`src/rtl/tv_streamer_pkg.sv`:
```
// Shared sizes, operation codes, segment IDs and per-mode segment tables
// for the test-vector streamer (Dilithium SEC_LEVEL 2 sizing).
package tb_pkg;

    localparam int unsigned HIGH_PERF    = 0;
    localparam int unsigned W            = (HIGH_PERF == 0) ? 32 : 64;
    localparam int unsigned MSG_LEN_SIZE = 16;

    localparam int unsigned SEED_WORDS_NUM = 256 / W;
    localparam int unsigned S1_WORDS_NUM   = 3072 / W;
    localparam int unsigned S2_WORDS_NUM   = 3072 / W;
    localparam int unsigned T0_WORDS_NUM   = 13312 / W;
    localparam int unsigned T1_WORDS_NUM   = 10240 / W;
    localparam int unsigned Z_WORDS_NUM    = 18432 / W;
    localparam int unsigned H_WORDS_NUM    = 3744 / W;

    localparam logic [1:0] KEYGEN_MODE = 2'd0;
    localparam logic [1:0] SIGN_MODE   = 2'd1;
    localparam logic [1:0] VERIFY_MODE = 2'd2;

endpackage

package tv_streamer_pkg;
    import tb_pkg::*;

    localparam int unsigned CNT_W = 16;

    typedef enum logic [1:0] {IDLE, LOAD, STREAM, FLUSH} state_e;

    typedef enum logic [3:0] {
        SEG_SEED    = 4'd0,
        SEG_RHO     = 4'd1,
        SEG_MSG_LEN = 4'd2,
        SEG_MSG     = 4'd3,
        SEG_K       = 4'd4,
        SEG_TR      = 4'd5,
        SEG_S1      = 4'd6,
        SEG_S2      = 4'd7,
        SEG_T0      = 4'd8,
        SEG_C       = 4'd9,
        SEG_Z       = 4'd10,
        SEG_H       = 4'd11,
        SEG_T1      = 4'd12
    } seg_e;

    localparam seg_e SIGN_SEGS [0:7] = '{SEG_RHO, SEG_MSG_LEN, SEG_MSG, SEG_K,
                                         SEG_TR, SEG_S1, SEG_S2, SEG_T0};
    localparam seg_e VERIFY_SEGS [0:6] = '{SEG_RHO, SEG_C, SEG_Z, SEG_H,
                                           SEG_T1, SEG_MSG_LEN, SEG_MSG};

    function automatic logic [3:0] num_segs(input logic [1:0] mode);
        case (mode)
            SIGN_MODE:   return 4'd8;
            VERIFY_MODE: return 4'd7;
            default:     return 4'd1;
        endcase
    endfunction

    // Indices past the end of a table fall back to SEG_SEED; never streamed.
    function automatic seg_e seg_at(input logic [1:0] mode, input logic [3:0] idx);
        case (mode)
            SIGN_MODE:   return (idx < 4'd8) ? SIGN_SEGS[idx[2:0]] : SEG_SEED;
            VERIFY_MODE: return (idx < 4'd7) ? VERIFY_SEGS[idx[2:0]] : SEG_SEED;
            default:     return SEG_SEED;
        endcase
    endfunction

    function automatic logic [CNT_W-1:0] seg_words(input seg_e seg,
                                                   input logic [CNT_W-1:0] msg_words);
        case (seg)
            SEG_MSG_LEN: return CNT_W'(1);
            SEG_MSG:     return msg_words;
            SEG_S1:      return CNT_W'(S1_WORDS_NUM);
            SEG_S2:      return CNT_W'(S2_WORDS_NUM);
            SEG_T0:      return CNT_W'(T0_WORDS_NUM);
            SEG_T1:      return CNT_W'(T1_WORDS_NUM);
            SEG_Z:       return CNT_W'(Z_WORDS_NUM);
            SEG_H:       return CNT_W'(H_WORDS_NUM);
            default:     return CNT_W'(SEED_WORDS_NUM);
        endcase
    endfunction

    function automatic logic [CNT_W-1:0] total_words(input logic [1:0] mode,
                                                     input logic [CNT_W-1:0] msg_words);
        logic [CNT_W-1:0] sum;
        sum = '0;
        for (int unsigned i = 0; i < 8; i++) begin
            if (4'(i) < num_segs(mode)) begin
                sum = sum + seg_words(seg_at(mode, 4'(i)), msg_words);
            end
        end
        return sum;
    endfunction

endpackage

```
`src/rtl/tv_skid_fifo.sv`:
```
// Two-entry output FIFO holding prefetched words ahead of the DUT handshake.
module tv_skid_fifo #(
    parameter int unsigned DW = 8
) (
    input  logic          clk_i,
    input  logic          rst_n_i,
    input  logic          push_i,
    input  logic [DW-1:0] din_i,
    input  logic          pop_i,
    output logic [DW-1:0] dout_o,
    output logic          valid_o,
    output logic [1:0]    count_o
);

    logic [DW-1:0] mem_q [2];
    logic          rd_q;
    logic          wr_q;
    logic [1:0]    cnt_q;

    always_ff @(posedge clk_i) begin
        if (!rst_n_i) begin
            for (int unsigned i = 0; i < 2; i++) begin
                mem_q[i] <= '0;
            end
            rd_q  <= 1'b0;
            wr_q  <= 1'b0;
            cnt_q <= '0;
        end else begin
            if (push_i) begin
                mem_q[wr_q] <= din_i;
                wr_q        <= ~wr_q;
            end
            if (pop_i) begin
                rd_q <= ~rd_q;
            end
            cnt_q <= cnt_q + 2'(push_i) - 2'(pop_i);
        end
    end

    assign dout_o  = mem_q[rd_q];
    assign valid_o = (cnt_q != 2'd0);
    assign count_o = cnt_q;

endmodule

```
`src/rtl/tv_streamer.sv`:
```
// Streams one test vector (segments from memory plus a generated MSG_LEN word)
// to a DUT over a valid/ready handshake, prefetching through a 2-entry FIFO.
module tv_streamer
    import tv_streamer_pkg::*;
#(
    parameter int unsigned W      = tb_pkg::W,
    parameter int unsigned ADDR_W = 16
) (
    input  logic                            clk,
    input  logic                            rst_n,
    input  logic                            start,
    input  logic [1:0]                      mode,
    input  logic [ADDR_W-1:0]               base_addr,
    input  logic [tb_pkg::MSG_LEN_SIZE-1:0] msg_len_bits,
    output logic                            mem_en,
    output logic [ADDR_W-1:0]               mem_addr,
    input  logic [W-1:0]                    mem_rdata,
    output logic [W-1:0]                    dout,
    output logic                            dout_valid,
    input  logic                            dout_ready,
    output logic                            dout_last,
    output logic [3:0]                      seg_id,
    output logic                            busy,
    output logic                            done,
    output logic                            err
);

    localparam int unsigned ML_W = tb_pkg::MSG_LEN_SIZE;
    localparam int unsigned DW   = W + 5;

    function automatic logic [CNT_W-1:0] ceil_words(input logic [ML_W-1:0] bits);
        logic [ML_W:0] t;
        t = {1'b0, bits} + (ML_W+1)'(W - 1);
        return CNT_W'(t / (ML_W+1)'(W));
    endfunction

    state_e            state_q;
    logic [1:0]        mode_q;
    logic [ML_W-1:0]   msg_len_q;
    logic [ADDR_W-1:0] addr_q, addr_d;
    logic [3:0]        idx_q, idx_d;
    logic [CNT_W-1:0]  seg_rem_q, seg_rem_d;
    logic [CNT_W-1:0]  tot_rem_q, tot_rem_d;
    logic              out_q, out_int_q, out_last_q;
    seg_e              out_seg_q;
    logic              err_q;

    logic              start_ok;
    seg_e              cur_seg;
    logic              is_int;
    logic              issue;
    logic              last_issue;
    logic              pop;
    logic [2:0]        occ;
    logic [3:0]        nxt1, nxt2;
    logic [CNT_W-1:0]  msgw;
    logic [DW-1:0]     fifo_din, fifo_dout;
    logic              fifo_valid;
    logic [1:0]        fifo_cnt;

    assign start_ok = start && (mode != 2'b11);
    assign cur_seg  = seg_at(mode_q, idx_q);
    assign is_int   = (cur_seg == SEG_MSG_LEN);
    assign pop      = fifo_valid && dout_ready;
    assign occ      = 3'(fifo_cnt) + 3'(out_q);

    // The word leaving this cycle frees its slot, so a full pipe can still issue.
    assign issue      = ((state_q == LOAD) || (state_q == STREAM)) && (occ < (3'd2 + 3'(pop)));
    assign last_issue = issue && (tot_rem_q == CNT_W'(1));

    assign mem_en   = issue && !is_int;
    assign mem_addr = addr_q;

    always_comb begin
        addr_d    = addr_q;
        idx_d     = idx_q;
        seg_rem_d = seg_rem_q;
        tot_rem_d = tot_rem_q;
        nxt1      = idx_q + 4'd1;
        nxt2      = idx_q + 4'd2;
        msgw      = ceil_words(msg_len_q);
        if ((state_q == IDLE) && start_ok) begin
            addr_d    = base_addr;
            idx_d     = '0;
            seg_rem_d = seg_words(seg_at(mode, 4'd0), ceil_words(msg_len_bits));
            tot_rem_d = total_words(mode, ceil_words(msg_len_bits));
        end else if (issue) begin
            tot_rem_d = tot_rem_q - CNT_W'(1);
            if (!is_int) begin
                addr_d = addr_q + ADDR_W'(1);
            end
            if (seg_rem_q == CNT_W'(1)) begin
                // Only MSG can be empty and it never follows another empty segment.
                if ((nxt1 < num_segs(mode_q)) && (seg_words(seg_at(mode_q, nxt1), msgw) != '0)) begin
                    idx_d     = nxt1;
                    seg_rem_d = seg_words(seg_at(mode_q, nxt1), msgw);
                end else begin
                    idx_d     = nxt2;
                    seg_rem_d = seg_words(seg_at(mode_q, nxt2), msgw);
                end
            end else begin
                seg_rem_d = seg_rem_q - CNT_W'(1);
            end
        end
    end

    always_ff @(posedge clk) begin
        if (!rst_n) begin
            state_q    <= IDLE;
            mode_q     <= '0;
            msg_len_q  <= '0;
            addr_q     <= '0;
            idx_q      <= '0;
            seg_rem_q  <= '0;
            tot_rem_q  <= '0;
            out_q      <= 1'b0;
            out_int_q  <= 1'b0;
            out_last_q <= 1'b0;
            out_seg_q  <= SEG_SEED;
            err_q      <= 1'b0;
        end else begin
            addr_q     <= addr_d;
            idx_q      <= idx_d;
            seg_rem_q  <= seg_rem_d;
            tot_rem_q  <= tot_rem_d;
            out_q      <= issue;
            out_int_q  <= is_int;
            out_last_q <= last_issue;
            out_seg_q  <= cur_seg;
            err_q      <= (state_q == IDLE) && start && (mode == 2'b11);
            case (state_q)
                IDLE: begin
                    if (start_ok) begin
                        mode_q    <= mode;
                        msg_len_q <= msg_len_bits;
                        state_q   <= LOAD;
                    end
                end
                LOAD:    state_q <= last_issue ? FLUSH : STREAM;
                STREAM:  if (last_issue) state_q <= FLUSH;
                FLUSH:   if (done) state_q <= IDLE;
                default: state_q <= IDLE;
            endcase
        end
    end

    assign fifo_din = {out_last_q, out_seg_q, out_int_q ? W'(msg_len_q) : mem_rdata};

    tv_skid_fifo #(
        .DW (DW)
    ) u_fifo (
        .clk_i   (clk),
        .rst_n_i (rst_n),
        .push_i  (out_q),
        .din_i   (fifo_din),
        .pop_i   (pop),
        .dout_o  (fifo_dout),
        .valid_o (fifo_valid),
        .count_o (fifo_cnt)
    );

    assign dout       = fifo_dout[W-1:0];
    assign seg_id     = fifo_dout[W+3:W];
    assign dout_last  = fifo_dout[W+4] && fifo_valid;
    assign dout_valid = fifo_valid;
    assign done       = (state_q == FLUSH) && pop && dout_last;
    assign busy       = (state_q != IDLE);
    assign err        = err_q;

endmodule

```
`config.mk`:
```
export PLATFORM = sky130hd
export DESIGN_NAME = tv_streamer
export DESIGN_NICKNAME = d
export VERILOG_FILES = /design/src/rtl/tv_streamer_pkg.sv /design/src/rtl/tv_skid_fifo.sv /design/src/rtl/tv_streamer.sv
export SDC_FILE = /design/constraint.sdc
export NUM_CORES = 1
export LEC_CHECK = 0
export ABC_AREA = 1
export BUFFER_PORTS_ARGS = -buffer_cell sky130_fd_sc_hd__buf_2
export CAP_MARGIN = 20
export CORE_ASPECT_RATIO = 1.75
export CORE_UTILIZATION = 65
export DETAILED_ROUTE_END_ITERATION = 8
export PLACE_DENSITY = 0.95
export SLEW_MARGIN = 30
export SYNTH_ARGS = -nofsm -noshare
export SYNTH_HDL_FRONTEND = slang
export SYNTH_SLANG_ARGS = --single-unit
export TNS_END_PERCENT = 50
```
`constraint.sdc`:
```
create_clock -name clk -period 19.4 [get_ports clk]
set_input_delay 3.88 -clock clk [delete_from_list [all_inputs] [get_ports clk]]
set_output_delay 3.88 -clock clk [all_outputs]
set_load 0.02 [all_outputs]
```
==> flow_summary.ini, run 1 <==
[run_status]
status = finished, final reports clean

[floorplan]
die_h_microns = 181
num_rows = 65
dieArea_sq_um = 18900
die_w_microns = 104
fp.coreArea_sq_um = 18000
ios = 128
start_util = 0.664

[placed_design]
place_ws_ns = 8.23
portBuffers = 127
finalWeightedCongestion = 1.05
placed_area_sq_um = 12700
dp.final_hpwl_mm = 24.3

[setup_path]
cp_data_required_time_ns = 19.74
reg2reg_depth = 18
worst_ep_arrival_time_ns = 11.10
startpoint_type = input port
crit_type = input port to flop
r2r_setup_slack_ns = 15.10
slowest_delay_ns = 0.36
r2r-start = idx_q[0]
worstSetupEndpointType = flop
path_max_fanout = 31
crit_path_frequent_cell = ha_1
cp_slowest_cell = ha_1
r2r_end = seg_rem_q[3]

[min_path]
holdCritPathClass = flop to flop
worstHoldStart = tot_rem_q[15]
hold_depth = 2
min_to = tot_rem_q[15]

[sta]
tightest_slew_ns = 0.839
slew_headroom = 0.439
drv_slew = 0
min_period_ns = 10.76
fin_skew_ns = 0.0114
fmax_mhz = 92.9
fin_setup_tns_ns = 0
setup_viol_count_final = 0
finalHoldViolCount = 0
finalWorstSetupSlack_ns = 8.64
rsz0062_at_grt = no
fin_crit_sh = 0.555

[yosys]
synth.top_cell.area_share = 0.186
yosysUniqueCellTypes = 66
synthesis.nets = 1880
synth.largest_area_cell = edfxtp_1
mappedNetlistArea_sq_um = 11900
syn_avg_cell_area_sq_um = 6.86
ys_async_sr_fraction = 0
ys_top_cells_by_area = edfxtp_1 (19%), dfxtp_1 (14%), nand2_1 (12%), ha_1 (7.3%), inv_1 (7.3%)
ys_ff_latch = 159
synth-seq-area-share = 0.329
yosysWarnings = 0
ys_dominant_reg_cell = dfxtp_1
synth_cells = 1739
synth_edf_count = 74

[clock_tree]
ctsResizeCount = 0
cts_tree = yes
cts_root_buffer = clkbuf_16
cts_buffers = 17
post_cts_buffers = 0
cts_max_level = 4
cts_sinks = 159
clk_latency_ns = 0.45
clkTransAtPathRegs_ns = 0.07
cts_hold_buf = 0
clockBufferDepth = 2

[routing]
drc = 0
drt_iter0_markers = 963
viasPerCell = 5.90
highest_layer = met4
routed_wl_mm = 33.2
wl_met3_mm = 1.92
ant_nets = 0
vias = 12300
met2_wirelength_mm = 17.3
drt-met1-wl_mm = 11.6
first_pass_iters = 6
wl_per_cell_microns = 15.9

[global_routing]
gr-total-overflow = 0
grt_util_all_layers = 0.358
antenna_found_initial = 1
grt_pass1_vias = 12000
grt_max_degree = 65
grt_pass1_wl_mm = 54.5

[power]
vdd_ir_drop_max_v = 0.0000757
powerDensity_nw_per_um2 = 114
p_leak_nw = 6.27

[finish]
final_nets = 1976
fin_area_sq_um = 13300
drive_gt1_frac = 0.138
area_delta_synth_final_pct = 11.7
final_util = 0.741

[job]
max-cap-violations = 0
[worst max-delay path, delay by kind of cell]
family / cells / cell delay, ns
compound gates: 11 / 1.77
simple gates: 14 / 1.62
xor+xnor: 3 / 0.45
buf+inv: 9 / 1.11
fa+ha+maj: 7 / 2.25
[placed cells by master, fill, tap and decap left out, types with 21 or more instances in the layout]
cell      Yosys  layout
o21ai_0     133     133
dfxtp_1      85      84
a21oi_1     116     116
nand3_1      89      89
nand2_1     382     382
inv_1       231     231
ha_1         70      70
xor2_1       32      32
nor3_1       54      53
nand2_2      21      21
edfxtp_1     74      74
nor2_1      204     204
buf_2         8     127
[metal layers]
layer / global-route usage / vias up
met2: 0.666 / 589
met5: 0 / -
met4: 0.278 / 0
li1: - / 5915
met1: 0.351 / 5613
met3: 0.0494 / 173
[stage by stage]
stage	instances	hold WS [ns]	power, mW
floorplan	1739	0.426	0.972
global placement	2050	0.439	1.13
detailed placement	2050	0.457	1.15
CTS	2082	0.465	1.51
global route	2083	0.490	1.62
finish	2083	0.475	1.52
[how the worst max path moves through the flow]
stage	endpoint	depth (start not counted)	from
after floorplan	tot_rem_q[11]	45	mode[0]
after global placement	tot_rem_q[11]	44	mode[0]
after detailed placement	tot_rem_q[11]	44	mode[0]
after CTS	tot_rem_q[11]	44	mode[0]
after global routing	tot_rem_q[13]	45	mode[0]
final	tot_rem_q[11]	44	mode[0]
[synthesized netlist by cell type (all sizes together), types with 32 or more instances]
library cell,count
nor2,220
nand3,100
a21oi,117
xor2,32
dfxtp,85
clkbuf,51
edfxtp,74
nand2,404
ha,70
o21ai,137
nor3,59
inv,245
[flip-flops by register name (all words and copies together), names as in the netlist, named ones only]
| signal | cells |
|---|---|
| mem_addr | 16 |
| err | 1 |
| out_q | 1 |
| mode_q | 2 |
| idx_q | 4 |
| out_int_q | 1 |
| tot_rem_q | 16 |
| msg_len_q | 16 |
| seg_rem_q | 16 |
| out_seg_q | 4 |
| u_fifo.count_o | 2 |
| u_fifo.wr_q | 1 |
| u_fifo.mem_q | 74 |
| u_fifo.rd_q | 1 |
| state_q | 2 |
| out_last_q | 1 |
[kinds of logic after synthesis]
family                   Yosys count  synth area share
buffers and inverters            313             0.101
AO/OA/AOI/OAI                    333             0.159
adder cells (fa/ha/maj)           71            0.0751
flip-flops                       159             0.329
AND/OR/NAND/NOR                  818             0.303
XOR/XNOR                          44            0.0329
other                              1          0.000314
[layout make-up]
cell class / count / area, sq um
clock inverters: 14 / 180
diodes: 1 / 2.50
clock buffers: 18 / 429
inverters: 248 / 935
repair buffers: 142 / 748
well taps: 234 / 293
multi-input cells: 1267 / 6800
fillers: 1362 / 4650
flip-flops and latches: 159 / 3930
[power breakdown]
part | switching (mW) | total, mW | internal, mW | leakage [nW]
Combinational | 0.479 | 0.693 | 0.214 | 4.52
Sequential | 0.0527 | 0.477 | 0.424 | 1.47
Clock | 0.146 | 0.350 | 0.205 | 0.287
Total | 0.678 | 1.52 | 0.843 | 6.27
Note: power is estimated with default switching activity, not from simulation.
==> inputs of run 2 (changes only) <==
--- a/config.mk
+++ b/config.mk
@@ -9,9 +9,9 @@
 export BUFFER_PORTS_ARGS = -buffer_cell sky130_fd_sc_hd__buf_2
 export CAP_MARGIN = 20
 export CORE_ASPECT_RATIO = 1.75
-export CORE_UTILIZATION = 65
+export CORE_UTILIZATION = 60
 export DETAILED_ROUTE_END_ITERATION = 8
-export PLACE_DENSITY = 0.95
+export PLACE_DENSITY = 0.92
 export SLEW_MARGIN = 30
 export SYNTH_ARGS = -nofsm -noshare
 export SYNTH_HDL_FRONTEND = slang
==> constraint.sdc (replaced) <==
create_clock -name clk -period 11 [get_ports clk]
set_input_delay 2.2 -clock clk [delete_from_list [all_inputs] [get_ports clk]]
set_output_delay 2.2 -clock clk [all_outputs]
set_load 0.02 [all_outputs]
==> flow_summary.ini, run 2 (synthesized netlist as in run 1, its figures left out) <==
[run_status]
status = finished, final reports clean

[setup_path]
worstSetupEndpointType = flop
endpoint = tot_rem_q[13]
crit_type = input port to flop
startpoint_type = input port
worst_ep_arrival_time_ns = 9.31
r2r-start = idx_q[0]
cp_data_required_time_ns = 11.34
path_max_fanout = 18
path_depth = 44
r2r_end = seg_rem_q[7]
reg2reg_depth = 19
cp_slowest_cell = inv_1
r2r_setup_slack_ns = 6.68
crit_start = mode[0]
crit_buf_inv = 8
slowest_delay_ns = 0.52
crit_family = adder cells

[sta]
setup_viol_count_final = 0
min_period_ns = 8.97
rsz0062_at_grt = no
hold_ws_ns = 0.466
finalWorstSetupSlack_ns = 2.03
fin_setup_tns_ns = 0
fin_crit_sh = 0.815
tightest_slew_ns = 0.838
fin_skew_ns = 0.00962
slew_headroom = 0.437
fmax_mhz = 112
finalHoldViolCount = 0
drv_slew = 0

[clock_tree]
cts_max_level = 4
ctsResizeCount = 0
cts_sinks = 159
clockBufferDepth = 2
post_cts_buffers = 0
clk_latency_ns = 0.45
cts_buffers = 17
cts_root_buffer = clkbuf_16
cts_hold_buf = 0
clkTransAtPathRegs_ns = 0.06
cts_tree = yes

[routing]
routed_wl_mm = 32.7
drc = 0
first_pass_iters = 7
ant_nets = 0
drt_iter0_markers = 849
vias = 12100
wl_per_cell_microns = 15.7
viasPerCell = 5.79

[global_routing]
grt_max_degree = 65
antenna_found_initial = 0
grt_pass1_wl_mm = 53.8
grt_pass1_vias = 11800
grt_util_all_layers = 0.333
gr-total-overflow = 0

[finish]
layout_common_cells = nand2_1 (382), inv_1 (231), nor2_1 (204)
top_register = u_fifo.mem_q
final_util = 0.688
final_nets = 1975
instances_no_fill = 2088
area_delta_synth_final_pct = 11.2
antenna_cells = 0
layout_commonest_cell = nand2_1
drive_gt1_frac = 0.139
fillers = 1647
fin_area_sq_um = 13300
multi_input_area_sq_um = 6800
largest_reg_flops = 74
seq_area_sq_um = 3930

[floorplan]
die_w_microns = 109
fp.coreArea_sq_um = 19300
num_rows = 67
die_h_microns = 189
dieArea_sq_um = 20500
start_util = 0.619
ios = 128

[placed_design]
finalWeightedCongestion = 1.00
portBuffers = 127
place_ws_ns = 1.71
dp.final_hpwl_mm = 24.8
place_inst = 2056
placed_area_sq_um = 12700

[job]
max-cap-violations = 0

[power]
vdd_ir_drop_max_v = 0.000159
clockPowerShare = 0.216
powerDensity_nw_per_um2 = 196
p_seq_frac = 0.322
comb_power_share = 0.462
power.share.switching = 0.455
p_leak_nw = 6.25
p_int_mw = 1.42
finalPower_mw = 2.60
net-switching-power_mw = 1.18

[min_path]
holdCritPathClass = flop to flop
==> run 2: worst reg2reg max path: cells and delay by family (launching register included) <==
family	cells	cell delay, ns
compound gates	6	1.13
fa+ha+maj	1	0.59
buf+inv	5	0.99
flops	1	0.51
simple gates	7	0.98
==> run 2: final cells by class <==
cell class	instances	share of cell area
multi-input combinational	1267	0.513
clock inverter	15	0.00962
inverter	248	0.0705
timing repair buffer	141	0.0559
tap	241	0.0227
sequential	159	0.296
clock buffer	17	0.0321
==> run 2: power by group through the flow <==
stage	Sequential [mW]	Combinational, mW	Clock, mW
6_report	0.838	1.20	0.561
3_5_place_dp	0.847	1.17	0
5_1_grt	0.853	1.35	0.586
2_1_floorplan	0.848	0.866	0
3_3_place_gp	0.841	1.14	0
4_1_cts	0.836	1.19	0.564
==> run 2: worst min path at each step <==
stage,start,end,slack [ns],cells after the start
global route,u_fifo.rd_q,u_fifo.rd_q,0.49,1
detailed placement,u_fifo.rd_q,flop,0.45,1
CTS,u_fifo.rd_q,u_fifo.rd_q,0.46,1
finish,u_fifo.rd_q,u_fifo.rd_q,0.47,1
global placement,u_fifo.rd_q,flop,0.44,1
floorplan,u_fifo.rd_q,flop,0.43,1
==> run 2: per-layer routing <==
layer	vias up	part of all wire	routed length, microns	global-route usage
li1	5920	-	-	-
met1	5525	0.35	11600	0.332
met2	495	0.52	17100	0.614
met3	141	0.058	1910	0.0436
met4	0	0.063	2080	0.236
met5	-	0	0	0
==> inputs of run 3 (changes only) <==
--- a/config.mk
+++ b/config.mk
@@ -9,9 +9,9 @@
 export BUFFER_PORTS_ARGS = -buffer_cell sky130_fd_sc_hd__buf_2
 export CAP_MARGIN = 20
 export CORE_ASPECT_RATIO = 1.75
-export CORE_UTILIZATION = 60
+export CORE_UTILIZATION = 55
 export DETAILED_ROUTE_END_ITERATION = 8
-export PLACE_DENSITY = 0.92
+export PLACE_DENSITY = 0.89
 export SLEW_MARGIN = 30
 export SYNTH_ARGS = -nofsm -noshare
 export SYNTH_HDL_FRONTEND = slang
==> constraint.sdc (replaced) <==
create_clock -name clk -period 7.9 [get_ports clk]
set_input_delay 1.58 -clock clk [delete_from_list [all_inputs] [get_ports clk]]
set_output_delay 1.58 -clock clk [all_outputs]
set_load 0.02 [all_outputs]
==> flow_summary.ini, run 3 (synthesized netlist as in run 1, its figures left out) <==
[floorplan]
num_rows = 70
dieArea_sq_um = 22300
die_h_microns = 197
ios = 128
start_util = 0.565
die_w_microns = 113
fp.coreArea_sq_um = 21100

[clock_tree]
cts_max_level = 4
cts_sinks = 159
cts_buffers = 17
clkTransAtPathRegs_ns = 0.07
cts_hold_buf = 0
clk_latency_ns = 0.44
cts_root_buffer = clkbuf_16
cts_tree = yes
clockBufferDepth = 2

[global_routing]
grt_util_all_layers = 0.302
antenna_found_initial = 1
grt_pass1_vias = 12000
gr-total-overflow = 0
grt_max_degree = 65
grt_pass1_wl_mm = 53.8

[placed_design]
finalWeightedCongestion = 1.00
place_inst = 2155
portBuffers = 127
dp.final_hpwl_mm = 25.3

[finish]
instances_no_fill = 2190
layout_commonest_cell = nand2_1
largest_reg_flops = 74
top_register = u_fifo.mem_q
area_delta_synth_final_pct = 16.8
layout_common_cells = nand2_1 (381), inv_1 (230), nor2_1 (202)
final_nets = 2029
final_util = 0.660
drive_gt1_frac = 0.175

[routing]
drc = 0
first_pass_iters = 6
viasPerCell = 5.69
routed_wl_mm = 33.9
wl_per_cell_microns = 15.5
vias = 12500
ant_nets = 0
drt_iter0_markers = 1057

[job]
max-cap-violations = 0

[sta]
finalHoldViolCount = 0
tightest_slew_ns = 0.811
setup_viol_count_final = 0
fin_setup_tns_ns = 0
fmax_mhz = 132
drv_slew = 0
fin_crit_sh = 0.957
min_period_ns = 7.56
fin_skew_ns = 0.0111
slew_headroom = 0.457

[setup_path]
startpoint_type = input port
crit_type = input port to flop
slowest_delay_ns = 0.31
crit_path_frequent_cell = nand2_1
worst_ep_arrival_time_ns = 7.90
worstSetupEndpointType = flop
cp_slowest_cell = ha_1
path_max_fanout = 4
cp_data_required_time_ns = 8.24
crit_buf_inv = 10
crit_family = compound AO/OA/AOI/OAI gates
r2r_setup_slack_ns = 3.70

[power]
vdd_ir_drop_max_v = 0.000189
powerDensity_nw_per_um2 = 272
finalPower_mw = 3.78
p_leak_nw = 6.55

[min_path]
holdCritPathClass = flop to flop

[run_status]
status = finished, final reports clean
==> run 3: layout make-up <==
class,count,area (sq um)
Antenna cell,1,2.50
Clock buffer,17,425
Clock inverter,15,195
Fill cell,1784,7180
Inverter,248,935
Multi-Input combinational cell,1267,6940
Sequential cell,159,3930
Tap cell,288,360
Timing Repair Buffer,195,1150
==> run 3: final timing paths <==
kind                            cells after the start             to        start
worst min-delay path                                1    u_fifo.rd_q  u_fifo.rd_q
worst min register to register                      1    u_fifo.rd_q  u_fifo.rd_q
worst max-delay path                               44  tot_rem_q[11]      mode[0]
worst max register to register                     19   seg_rem_q[7]     idx_q[0]
==> run 3: worst reg2reg max path, stage by stage, from the launching register on <==
cell      delay, ns
dfxtp_1        0.47
clkinv_1       0.35
ha_1           0.59
o211ai_1       0.14
o21ai_0        0.28
nand3_1        0.21
nor2_1         0.14
inv_1          0.09
nor2_4         0.21
inv_1          0.15
o21ai_1        0.22
inv_1          0.06
nand2_1        0.05
nor3_1         0.05
nand4_1        0.10
nand2_2        0.19
inv_2          0.31
a21oi_1        0.07
o311ai_0       0.28
a21oi_1        0.10
==> run 3: through the flow <==
step / instance area, sq um / worst slack [ns] / hold WS [ns]
detailed placement: 13200 / -0.205 / 0.446
global route: 13900 / -0.170 / 0.488
CTS: 13800 / 0.233 / 0.456
floorplan: 12000 / 0.0129 / 0.426
finish: 13900 / 0.341 / 0.459
global placement: 13200 / 0.00969 / 0.439
==> run 3: repair_timing <==
action | CTS | global route
gates resized for setup | 0 | 31
setup endpoints to repair | 0 | 6
setup buffers | 0 | 2
==> run 3: power by group <==
group	switching (mW)	internal, mW	leakage [nW]
logic	1.18	0.561	4.79
clock network	0.365	0.508	0.299
registers	0.128	1.04	1.47
==> run 3: per-layer routing <==
layer	share of wire	GRT usage	up-vias
li1	-	-	6018
met1	0.36	0.298	5745
met2	0.52	0.566	501
met3	0.047	0.0338	187
met4	0.074	0.235	0
met5	0	0	-
